--- src/rtl/pc_fetch_if.sv ---
// pc_fetch_if: fetch-unit bus bundling the memory req/ack port, the decode valid/ready port
// and the redirect/call/return controls.
interface pc_fetch_if #(
    parameter int ADDR_W = 8,
    parameter int DATA_W = 8
);
    logic              jmp;
    logic [ADDR_W-1:0] jmp_addr;
    logic              call;
    logic              ret;
    logic              mem_req;
    logic [ADDR_W-1:0] mem_addr;
    logic              mem_ack;
    logic [DATA_W-1:0] mem_rdata;
    logic              instr_valid;
    logic              instr_ready;
    logic [DATA_W-1:0] instr;
    logic [ADDR_W-1:0] instr_pc;
    logic              ras_err;

    modport master (
        input  jmp, jmp_addr, call, ret, mem_ack, mem_rdata, instr_ready,
        output mem_req, mem_addr, instr_valid, instr, instr_pc, ras_err
    );
    modport slave (
        output jmp, jmp_addr, call, ret, mem_ack, mem_rdata, instr_ready,
        input  mem_req, mem_addr, instr_valid, instr, instr_pc, ras_err
    );
endinterface

--- src/rtl/pc_fetch_unit.sv ---
// pc_fetch_unit: program counter and fetch stage with in-flight jump redirects.
// Optional return-address stack enabled by defining PC_FETCH_RAS_EN.
module pc_fetch_unit #(
    parameter int ADDR_W    = 8,
    parameter int DATA_W    = 8,
    parameter int RESET_PC  = 0,
    parameter int RAS_DEPTH = 4
) (
    input logic         clk,
    input logic         rst_n,
    pc_fetch_if.master  bus
);
    localparam logic [1:0] IDLE = 2'd0, REQ = 2'd1, HOLD = 2'd2;

    logic [1:0]        state_q, state_d;
    logic [ADDR_W-1:0] pc_q, pc_d, ipc_q, ipc_d, raddr_q, raddr_d, nxt_pc, pc_inc;
    logic [DATA_W-1:0] instr_q, instr_d;
    logic              pend_q, pend_d, hs;

    assign hs     = (state_q == HOLD) && bus.instr_ready;
    assign pc_inc = pc_q + ADDR_W'(1);

    always_comb begin
        state_d = state_q;
        pc_d    = pc_q;
        instr_d = instr_q;
        ipc_d   = ipc_q;
        pend_d  = pend_q;
        raddr_d = raddr_q;
        if (state_q == IDLE) begin
            state_d = REQ;
            pc_d    = bus.jmp ? bus.jmp_addr : pc_q;
        end else if (state_q == REQ) begin
            if (bus.jmp) begin
                pend_d  = 1'b1;
                raddr_d = bus.jmp_addr;
            end
            // a redirect seen before or with the ack discards the fetched word
            if (bus.mem_ack && (pend_q || bus.jmp)) begin
                state_d = IDLE;
                pc_d    = bus.jmp ? bus.jmp_addr : raddr_q;
                pend_d  = 1'b0;
            end else if (bus.mem_ack) begin
                state_d = HOLD;
                instr_d = bus.mem_rdata;
                ipc_d   = pc_q;
            end
        end else if (state_q != HOLD) begin
            state_d = IDLE;
        end else if (hs) begin
            state_d = REQ;
            pc_d    = nxt_pc;
        end
    end

    always_ff @(posedge clk or negedge rst_n) begin
        if (!rst_n) begin
            state_q <= IDLE;
            pc_q    <= ADDR_W'(RESET_PC);
            instr_q <= '0;
            ipc_q   <= '0;
            pend_q  <= 1'b0;
            raddr_q <= '0;
        end else begin
            state_q <= state_d;
            pc_q    <= pc_d;
            instr_q <= instr_d;
            ipc_q   <= ipc_d;
            pend_q  <= pend_d;
            raddr_q <= raddr_d;
        end
    end

`ifdef PC_FETCH_RAS_EN
    localparam int IW = RAS_DEPTH > 1 ? $clog2(RAS_DEPTH) : 1;
    localparam int CW = $clog2(RAS_DEPTH + 1);

    logic [ADDR_W-1:0] ras_q [RAS_DEPTH];
    logic [IW-1:0]     top_q, top_inc, top_dec;
    logic [CW-1:0]     cnt_q;
    logic              empty, push, pop, err_q;

    assign empty   = cnt_q == '0;
    assign top_inc = top_q == IW'(RAS_DEPTH - 1) ? '0 : top_q + IW'(1);
    assign top_dec = top_q == '0 ? IW'(RAS_DEPTH - 1) : top_q - IW'(1);
    assign pop     = hs && bus.ret && !empty;
    assign push    = hs && !bus.ret && bus.call;
    assign nxt_pc  = bus.ret ? (empty ? pc_inc : ras_q[top_q]) :
                     (bus.call || bus.jmp) ? bus.jmp_addr : pc_inc;
    assign bus.ras_err = err_q;

    // circular storage: a push when full silently replaces the oldest entry
    always_ff @(posedge clk) begin
        if (push) ras_q[top_inc] <= ipc_q + ADDR_W'(1);
    end

    always_ff @(posedge clk or negedge rst_n) begin
        if (!rst_n) begin
            top_q <= '0;
            cnt_q <= '0;
            err_q <= 1'b0;
        end else begin
            top_q <= push ? top_inc : pop ? top_dec : top_q;
            cnt_q <= push ? (cnt_q == CW'(RAS_DEPTH) ? cnt_q : cnt_q + CW'(1)) :
                     pop ? cnt_q - CW'(1) : cnt_q;
            err_q <= hs && bus.ret && empty;
        end
    end
`else
    logic [31:0] unused_ras;
    assign unused_ras  = {30'(RAS_DEPTH), bus.call, bus.ret};
    assign nxt_pc      = bus.jmp ? bus.jmp_addr : pc_inc;
    assign bus.ras_err = 1'b0;
`endif

    assign bus.mem_req     = state_q == REQ;
    assign bus.mem_addr    = pc_q;
    assign bus.instr_valid = state_q == HOLD;
    assign bus.instr       = instr_q;
    assign bus.instr_pc    = ipc_q;
endmodule

--- src/flat_wrapper.sv ---
// flat-port wrapper written by rule: the top's interface ports become plain ports
module pc_fetch_unit_flat 
#(
    parameter int ADDR_W    = 8,
    parameter int DATA_W    = 8,
    parameter int RESET_PC  = 0,
    parameter int RAS_DEPTH = 4
)
  (clk, rst_n, bus_jmp, bus_jmp_addr, bus_call, bus_ret, bus_mem_ack, bus_mem_rdata, bus_instr_ready, bus_mem_req, bus_mem_addr, bus_instr_valid, bus_instr, bus_instr_pc, bus_ras_err);
  pc_fetch_if #(.ADDR_W(ADDR_W), .DATA_W(DATA_W)) bus_i ();
  input logic clk;
  input logic rst_n;
  input wire logic [$bits(bus_i.jmp)-1:0] bus_jmp;
  input wire logic [$bits(bus_i.jmp_addr)-1:0] bus_jmp_addr;
  input wire logic [$bits(bus_i.call)-1:0] bus_call;
  input wire logic [$bits(bus_i.ret)-1:0] bus_ret;
  input wire logic [$bits(bus_i.mem_ack)-1:0] bus_mem_ack;
  input wire logic [$bits(bus_i.mem_rdata)-1:0] bus_mem_rdata;
  input wire logic [$bits(bus_i.instr_ready)-1:0] bus_instr_ready;
  output wire logic [$bits(bus_i.mem_req)-1:0] bus_mem_req;
  output wire logic [$bits(bus_i.mem_addr)-1:0] bus_mem_addr;
  output wire logic [$bits(bus_i.instr_valid)-1:0] bus_instr_valid;
  output wire logic [$bits(bus_i.instr)-1:0] bus_instr;
  output wire logic [$bits(bus_i.instr_pc)-1:0] bus_instr_pc;
  output wire logic [$bits(bus_i.ras_err)-1:0] bus_ras_err;
  assign bus_i.jmp = bus_jmp;
  assign bus_i.jmp_addr = bus_jmp_addr;
  assign bus_i.call = bus_call;
  assign bus_i.ret = bus_ret;
  assign bus_i.mem_ack = bus_mem_ack;
  assign bus_i.mem_rdata = bus_mem_rdata;
  assign bus_i.instr_ready = bus_instr_ready;
  assign bus_mem_req = bus_i.mem_req;
  assign bus_mem_addr = bus_i.mem_addr;
  assign bus_instr_valid = bus_i.instr_valid;
  assign bus_instr = bus_i.instr;
  assign bus_instr_pc = bus_i.instr_pc;
  assign bus_ras_err = bus_i.ras_err;
  pc_fetch_unit #(.ADDR_W(ADDR_W), .DATA_W(DATA_W), .RESET_PC(RESET_PC), .RAS_DEPTH(RAS_DEPTH)) u_core (.clk(clk), .rst_n(rst_n), .bus(bus_i));
endmodule
--- config.mk ---
export PLATFORM = sky130hd
export DESIGN_NAME = pc_fetch_unit_flat
export DESIGN_NICKNAME = d
export VERILOG_FILES = /design/src/rtl/pc_fetch_if.sv /design/src/rtl/pc_fetch_unit.sv /design/src/flat_wrapper.sv
export SDC_FILE = /design/constraint.sdc
export NUM_CORES = 1
export LEC_CHECK = 0
export BUFFER_PORTS_ARGS = -buffer_cell sky130_fd_sc_hd__buf_2
export CELL_PAD_IN_SITES_DETAIL_PLACEMENT = 1
export CELL_PAD_IN_SITES_GLOBAL_PLACEMENT = 1
export CORE_MARGIN = 2
export CORE_UTILIZATION = 37
export CTS_BUF_LIST = sky130_fd_sc_hd__clkbuf_4 sky130_fd_sc_hd__clkbuf_8
export CTS_CLUSTER_SIZE = 14
export DETAILED_ROUTE_END_ITERATION = 10
export MAX_ROUTING_LAYER = met4
export PLACE_DENSITY = 0.74
export SLEW_MARGIN = 20
export SYNTH_ARGS = -nofsm -noshare
export SYNTH_HDL_FRONTEND = slang
export SYNTH_SLANG_ARGS = --single-unit
--- constraint.sdc ---
create_clock -name clk -period 1.5 [get_ports clk]
set_input_delay 0.15 -clock clk [delete_from_list [all_inputs] [get_ports clk]]
set_output_delay 0.15 -clock clk [all_outputs]
set_load 0.02 [all_outputs]
; Word-level counts from Yosys, hierarchy flattened
; Cells that the tools add are included.
[word_totals]
register_bits = 35
in_bits = 23
out_inout_bits = 27
wordCells = 44
[classes]
n_addsub = 1
eq_ne = 7
muxes = 16
n_bitwise = 2
n_reduce_logical = 12
[op_table]
columns = op, n
row1 = $mux 8, 8
row2 = $mux 2, 6
row3 = $add 8x1->8 const B, 1
row4 = $reduce_and 4->1, 2
row5 = $ne 2x2->1 const B, 2
row6 = $ne 4x2->1 const B, 1
row7 = $reduce_and 2->1, 2
row8 = $reduce_bool 4->1, 1
row9 = $ne 3x1->1 const B, 1
row10 = $ne 3x2->1 const B, 1
row11 = $reduce_and 3->1, 1
row12 = $reduce_bool 3->1, 1
row13 = $eq 2x1->1 const B, 1
row14 = $eq 2x2->1 const B, 1
row15 = $logic_and 1x1->1, 2
row16 = $logic_not 2->1, 1
row17 = $mux 1, 2
row18 = $not 1->1, 2
row19 = $reduce_bool 2->1, 1
row20 = $logic_or 1x1->1, 1

; Logic depth before layout (Yosys ltp)
[depth]
word_depth = 6
depth_mapped = 6
ltp_nobuf = 5

; Least setup slack after synthesis
; OpenSTA, ideal clock, no wires.
[synth_path]
path_type = register to register
startpoint = register u_core.state_q[0]
endpoint = register u_core.pc_q[0] (netlist: u_core.bus.mem_addr[0])
setup_ns = 0.125
t_arrival_ns = 1.481
t_required_ns = 1.375
path_slack_ns = -0.106
stages_incl_launch_ff = 6
n_path_buf = 1
period_less_slack_ns = 1.606
cell_sequence = dfrtp_1 buf_6 and2b_1 a32o_2 nor2_4 mux2_4
[synth_via]
elab_chain_cells = 4
elab_cells_between_ends = 12
cone_classes = 6 x eq/ne / 2 x mux / 4 x reduce/logical
[synth_rtl]
columns = item, line_no
row1 = "start, declared", pc_fetch_unit.sv:15  ; logic [1:0] state_q, state_d;
row2 = "start signal, assigned", pc_fetch_unit.sv:65  ; state_q <= state_d;
row3 = $eq 2x2->1, -
row4 = named net bus_instr_valid, flat_wrapper.sv:22  ; output wire logic [$bits(bus_i.instr_valid)-1:0] bus_instr_valid;
row5 = $logic_and 1x1->1, pc_fetch_unit.sv:20  ; assign hs = (state_q == HOLD) && bus.instr_ready;
row6 = $reduce_bool 3->1 (no line), -
row7 = $reduce_and 4->1 (no line), -
row8 = "end signal, assigned", pc_fetch_unit.sv:59  ; pc_q <= ADDR_W'(RESET_PC);
row9 = "end signal, assigned", pc_fetch_unit.sv:66  ; pc_q <= pc_d;
row10 = "end, declared", pc_fetch_unit.sv:16  ; logic [ADDR_W-1:0] pc_q, pc_d, ipc_q, ipc_d, raddr_q, raddr_d, nxt_pc, pc_inc;
; The timed path passes the listed nets, and every way through them passes these cells.
; A chain may end at the register's enable or synchronous reset.

; Worst setup path after layout
[layout_path]
startpoint = register u_core.state_q[1]
endpoint = register u_core.pc_q[2] (netlist: u_core.bus.mem_addr[2])
[layout_via]
elab_chain_cells = 4
elab_cells_between_ends = 12
cone_classes = 6 x eq/ne / 2 x mux / 4 x reduce/logical
[layout_rtl]
columns = item, line_no
row1 = $eq 2x2->1, pc_fetch_unit.sv:20
row2 = $logic_and 1x1->1, pc_fetch_unit.sv:20
row3 = $reduce_bool 3->1 (no line), -
row4 = $reduce_and 4->1 (no line), -
; Several ways; a longest one is shown, not always the timed one.

==> key figures <==
Run status
  – Outcome: complete, but fails checks
  – Failing checks: negative setup slack

Placement
  – Half-perimeter wire length after placement: 3.640 mm
  – Cell count after placement: 255
  – DP Worst Slack: -44.35 ps
  – Buffers added on ports: 46
  – GPL Wtd Cong: 0.8567

STA
  – Setup repair after global routing missed its margin: true
  – Final worst path period need: 1538 ps
  – Max frequency: 0.6501 GHz
  – Final-report max-slew violation count: 0
  – Tcrit/Tclk final: 102.6%
  – Total setup violations reported at the end of the flow: 5
  – Number of hold violations in the final report: 0
  – Worst Slack Setup Final: -38.27 ps
  – Final hold slack: 80.55 ps
  – Maximum clock skew at final layout: 5.928 ps

Floorplan
  – Row cnt: 24
  – Die area: 5254 µm²
  – Area inside the core boundary: 4444 µm²
  – I/O pin count: 50
  – Initial cell density of the core: 39.05%
  – Width of the chip: 72.49 µm
  – Vert. Die Dim: 72.49 µm

Synthesis
  – Fraction of registers with async set or reset after synthesis: 100.0%
  – Number of enable-type register cells in the synthesized netlist: 0
  – Synthesized Nets: 170
  – Post-Synthesis Mean Instance Area: 11.89 µm²
  – Cell count after synthesis: 146
  – Cell type with the largest total area after synthesis: sky130_fd_sc_hd__dfrtp_1
  – Sequential-to-total area share from yosys stat: 50.47%
  – Warnings from Yosys: 0
  – Library cells used by synthesis: 50
  – Most used DFF post-synth: sky130_fd_sc_hd__dfrtp_1
  – #FFs+latches synth: 35
  – Top cells by area, synth: sky130_fd_sc_hd__dfrtp_1, sky130_fd_sc_hd__mux2_2, sky130_fd_sc_hd__mux2_1
  – Syn Std Cell Area: 1735 µm²
  – Synth top area share: 50.47%

CTS
  – CTS H-tree lvls: 2
  – TritonCTS clock tree: built
  – Clk_lat worst skew: 290 ps
  – Buffer levels on the longest clock path: 2
  – Sinks on the clock net: 35
  – CTS clock-pin slew for the worst setup and hold paths: 70 ps
  – Clock Tree Root: sky130_fd_sc_hd__clkbuf_8
  – Number of clock buffers inserted by TritonCTS: 5

Layout
  – Final cell count without fillers: 269
  – Layout Area Growth over Synthesis: 36.48%
  – Diodes inserted: 0
  – Layout Utilization: 53.29%
  – Share of post-route cells with drive strength above 1: 53.92%
  – Fill cell total of the finished layout: 495
  – Total Nets Final: 240

Route
  – Total wire length: 5.736 mm
  – Total vias in the final route: 1546
  – Antenna viol nets, final: 0
  – Detailed router's first-iteration violation count: 124
  – Mean number of vias per cell: 5.747
  – Wire length per cell after detailed routing: 21.32 µm
  – 1st-pass router iterations: 4
  – Post-route DRC violation count: 0

Pwr
  – Power density normalized to cell area: 1804 nW/µm²
  – Leakage power: 1.109 nW
  – Maximum VDD drop: 0.5736 mV
  – Power consumption: 4.272 mW

Worst setup path
  – Data arrival, critical path: 1720 ps
  – Reg2reg path depth: 4
  – Register-to-register path setup slack: -40 ps
  – Origin of the worst setup path: u_core.state_q[1]$_DFFE_PN0P_
  – Startpoint type of the worst setup path: flip-flop
  – Worst Path Class, Setup: reg2reg
  – Required time of the worst setup path: 1680 ps
  – Endpoint of the worst-slack reg-to-reg timing path: u_core.bus.mem_addr[2]$_DFFE_PN0P_
  – Critical path peak fanout: 4
  – Origin of the critical flop-to-flop path: u_core.state_q[1]$_DFFE_PN0P_
  – Kind of capture point of the worst setup path: flip-flop

Global routing
  – Vias in the first global route: 1684
  – Global-route wire length before repair: 8.590 mm
  – Pin count of the biggest net entering global routing: 36
  – Global-route usage over all layers: 22.10%
  – Antenna violations before repair: 0
  – Total overflow reported by the global router: 0

Worst hold path
  – Start point of the worst min-delay path: bus_mem_rdata[4]
  – HP Class: in2reg
  – Worst Hold Path EP: u_core.bus.instr[4]$_DFFE_PN0P_
  – Worst Hold Depth: 2

Flow run
  – Count of maximum capacitance violations: 0
[routing by layer]
metal	track usage (%)	routed length (µm)	vias to the layer above
li1	-	-	685
met5	-	0	-
met1	25.51	2221	787
met2	38.33	3094	61
met3	2.778	272	13
met4	10.08	148	0
[metrics by stage]
| step | setup TNS (ps) | area, µm² |
|---|---|---|
| final | -148.0 | 2369 |
| after global routing | -365.1 | 2369 |
| after CTS | -68.79 | 2277 |
| after detailed placement | -239.4 | 2135 |
| after global placement | 0 | 2135 |
| after floorplan | -318.7 | 1737 |
[power by group]
part | total (mW) | leakage (nW) | internal [mW] | switching, mW
Sequential | 1.65 | 0.415 | 1.33 | 0.320
Combinational | 1.94 | 0.654 | 0.846 | 1.09
Clock | 0.687 | 0.0402 | 0.323 | 0.365
[logic make-up after synthesis]
logic type	count (synthesis)	synth area share, %
AND/OR/NAND/NOR	35	12.62
other	1	0.2161
buffers and inverters	12	3.676
XOR/XNOR	1	0.5048
flip-flops	35	50.47
multiplexers	25	16.87
adder cells (fa/ha/maj)	1	0.7209
AO/OA/AOI/OAI	36	14.92
[cell usage after synthesis (3+ instances only)]
library cell and n:
sky130_fd_sc_hd__and3_1 4, sky130_fd_sc_hd__nand2_1 6, sky130_fd_sc_hd__dfrtp_1 35, sky130_fd_sc_hd__o22ai_1 3, sky130_fd_sc_hd__nor2_1 4, sky130_fd_sc_hd__buf_2 3
sky130_fd_sc_hd__mux2_1 6, sky130_fd_sc_hd__nor2b_1 3, sky130_fd_sc_hd__o21ai_0 9, sky130_fd_sc_hd__mux2_2 16, sky130_fd_sc_hd__nand2b_1 3, sky130_fd_sc_hd__mux2_4 3
sky130_fd_sc_hd__inv_1 4, sky130_fd_sc_hd__a21oi_1 5
[what timing repair did]
action                                  4_1_cts  5_1_grt
hold buffers                                  1        0
gates cloned                                  1        1
gates resized for setup                       6       18
endpoints found under the setup margin       20       17
hold endpoints to repair                     35        0
pin swaps                                     2        4
setup buffers                                 2        1
[state kept, by name, summed over array words and instances (netlist names)]
name and cells:
u_core.pend_q 1, u_core.bus.instr 8, u_core.state_q 2, u_core.bus.instr_pc 8, u_core.bus.mem_addr 8, u_core.raddr_q 8
[critical path, stage by stage, from the launching register on]
cell                      delay (ps)
sky130_fd_sc_hd__dfrtp_2         450
sky130_fd_sc_hd__and2b_2         220
sky130_fd_sc_hd__a32o_2          260
sky130_fd_sc_hd__nor2_4          170
sky130_fd_sc_hd__mux2_4          320
[how the worst max path moves through the flow]
stage | to | slack, ps | cells past startpoint
2_1_floorplan | u_core.bus.mem_addr[0]$_DFFE_PN0P_ | -90 | 5
3_3_place_gp | u_core.bus.instr_pc[0]$_DFFE_PN0P_ | 20 | 4
3_5_place_dp | u_core.bus.mem_addr[5]$_DFFE_PN0P_ | -40 | 5
4_1_cts | u_core.bus.mem_addr[0]$_DFFE_PN0P_ | -20 | 4
5_1_grt | u_core.bus.mem_addr[5]$_DFFE_PN0P_ | -100 | 5
6_report | u_core.bus.mem_addr[2]$_DFFE_PN0P_ | -40 | 4
[cells in the final DEF (no fill, tap or decap), types with 4 or more instances in the layout]
cell / count
sky130_fd_sc_hd__clkbuf_8: 5
sky130_fd_sc_hd__mux2_1: 6
sky130_fd_sc_hd__buf_4: 16
sky130_fd_sc_hd__inv_1: 4
sky130_fd_sc_hd__nand2_1: 6
sky130_fd_sc_hd__buf_6: 5
sky130_fd_sc_hd__buf_2: 45
sky130_fd_sc_hd__dfrtp_1: 34
sky130_fd_sc_hd__mux2_2: 16
sky130_fd_sc_hd__a21oi_1: 5
sky130_fd_sc_hd__o21ai_0: 6
[final cells by class]
type	instances	area (µm²)	share of cell area [%]
multi-input cells	101	887.1	37.45
flip-flops and latches	35	877.1	37.03
repair buffers	68	431.7	18.23
clock buffers	5	68.82	2.905
well taps	52	65.06	2.747
clock inverters	3	20.02	0.8452
inverters	5	18.77	0.7924
Power figures use the tool's default switching activity.
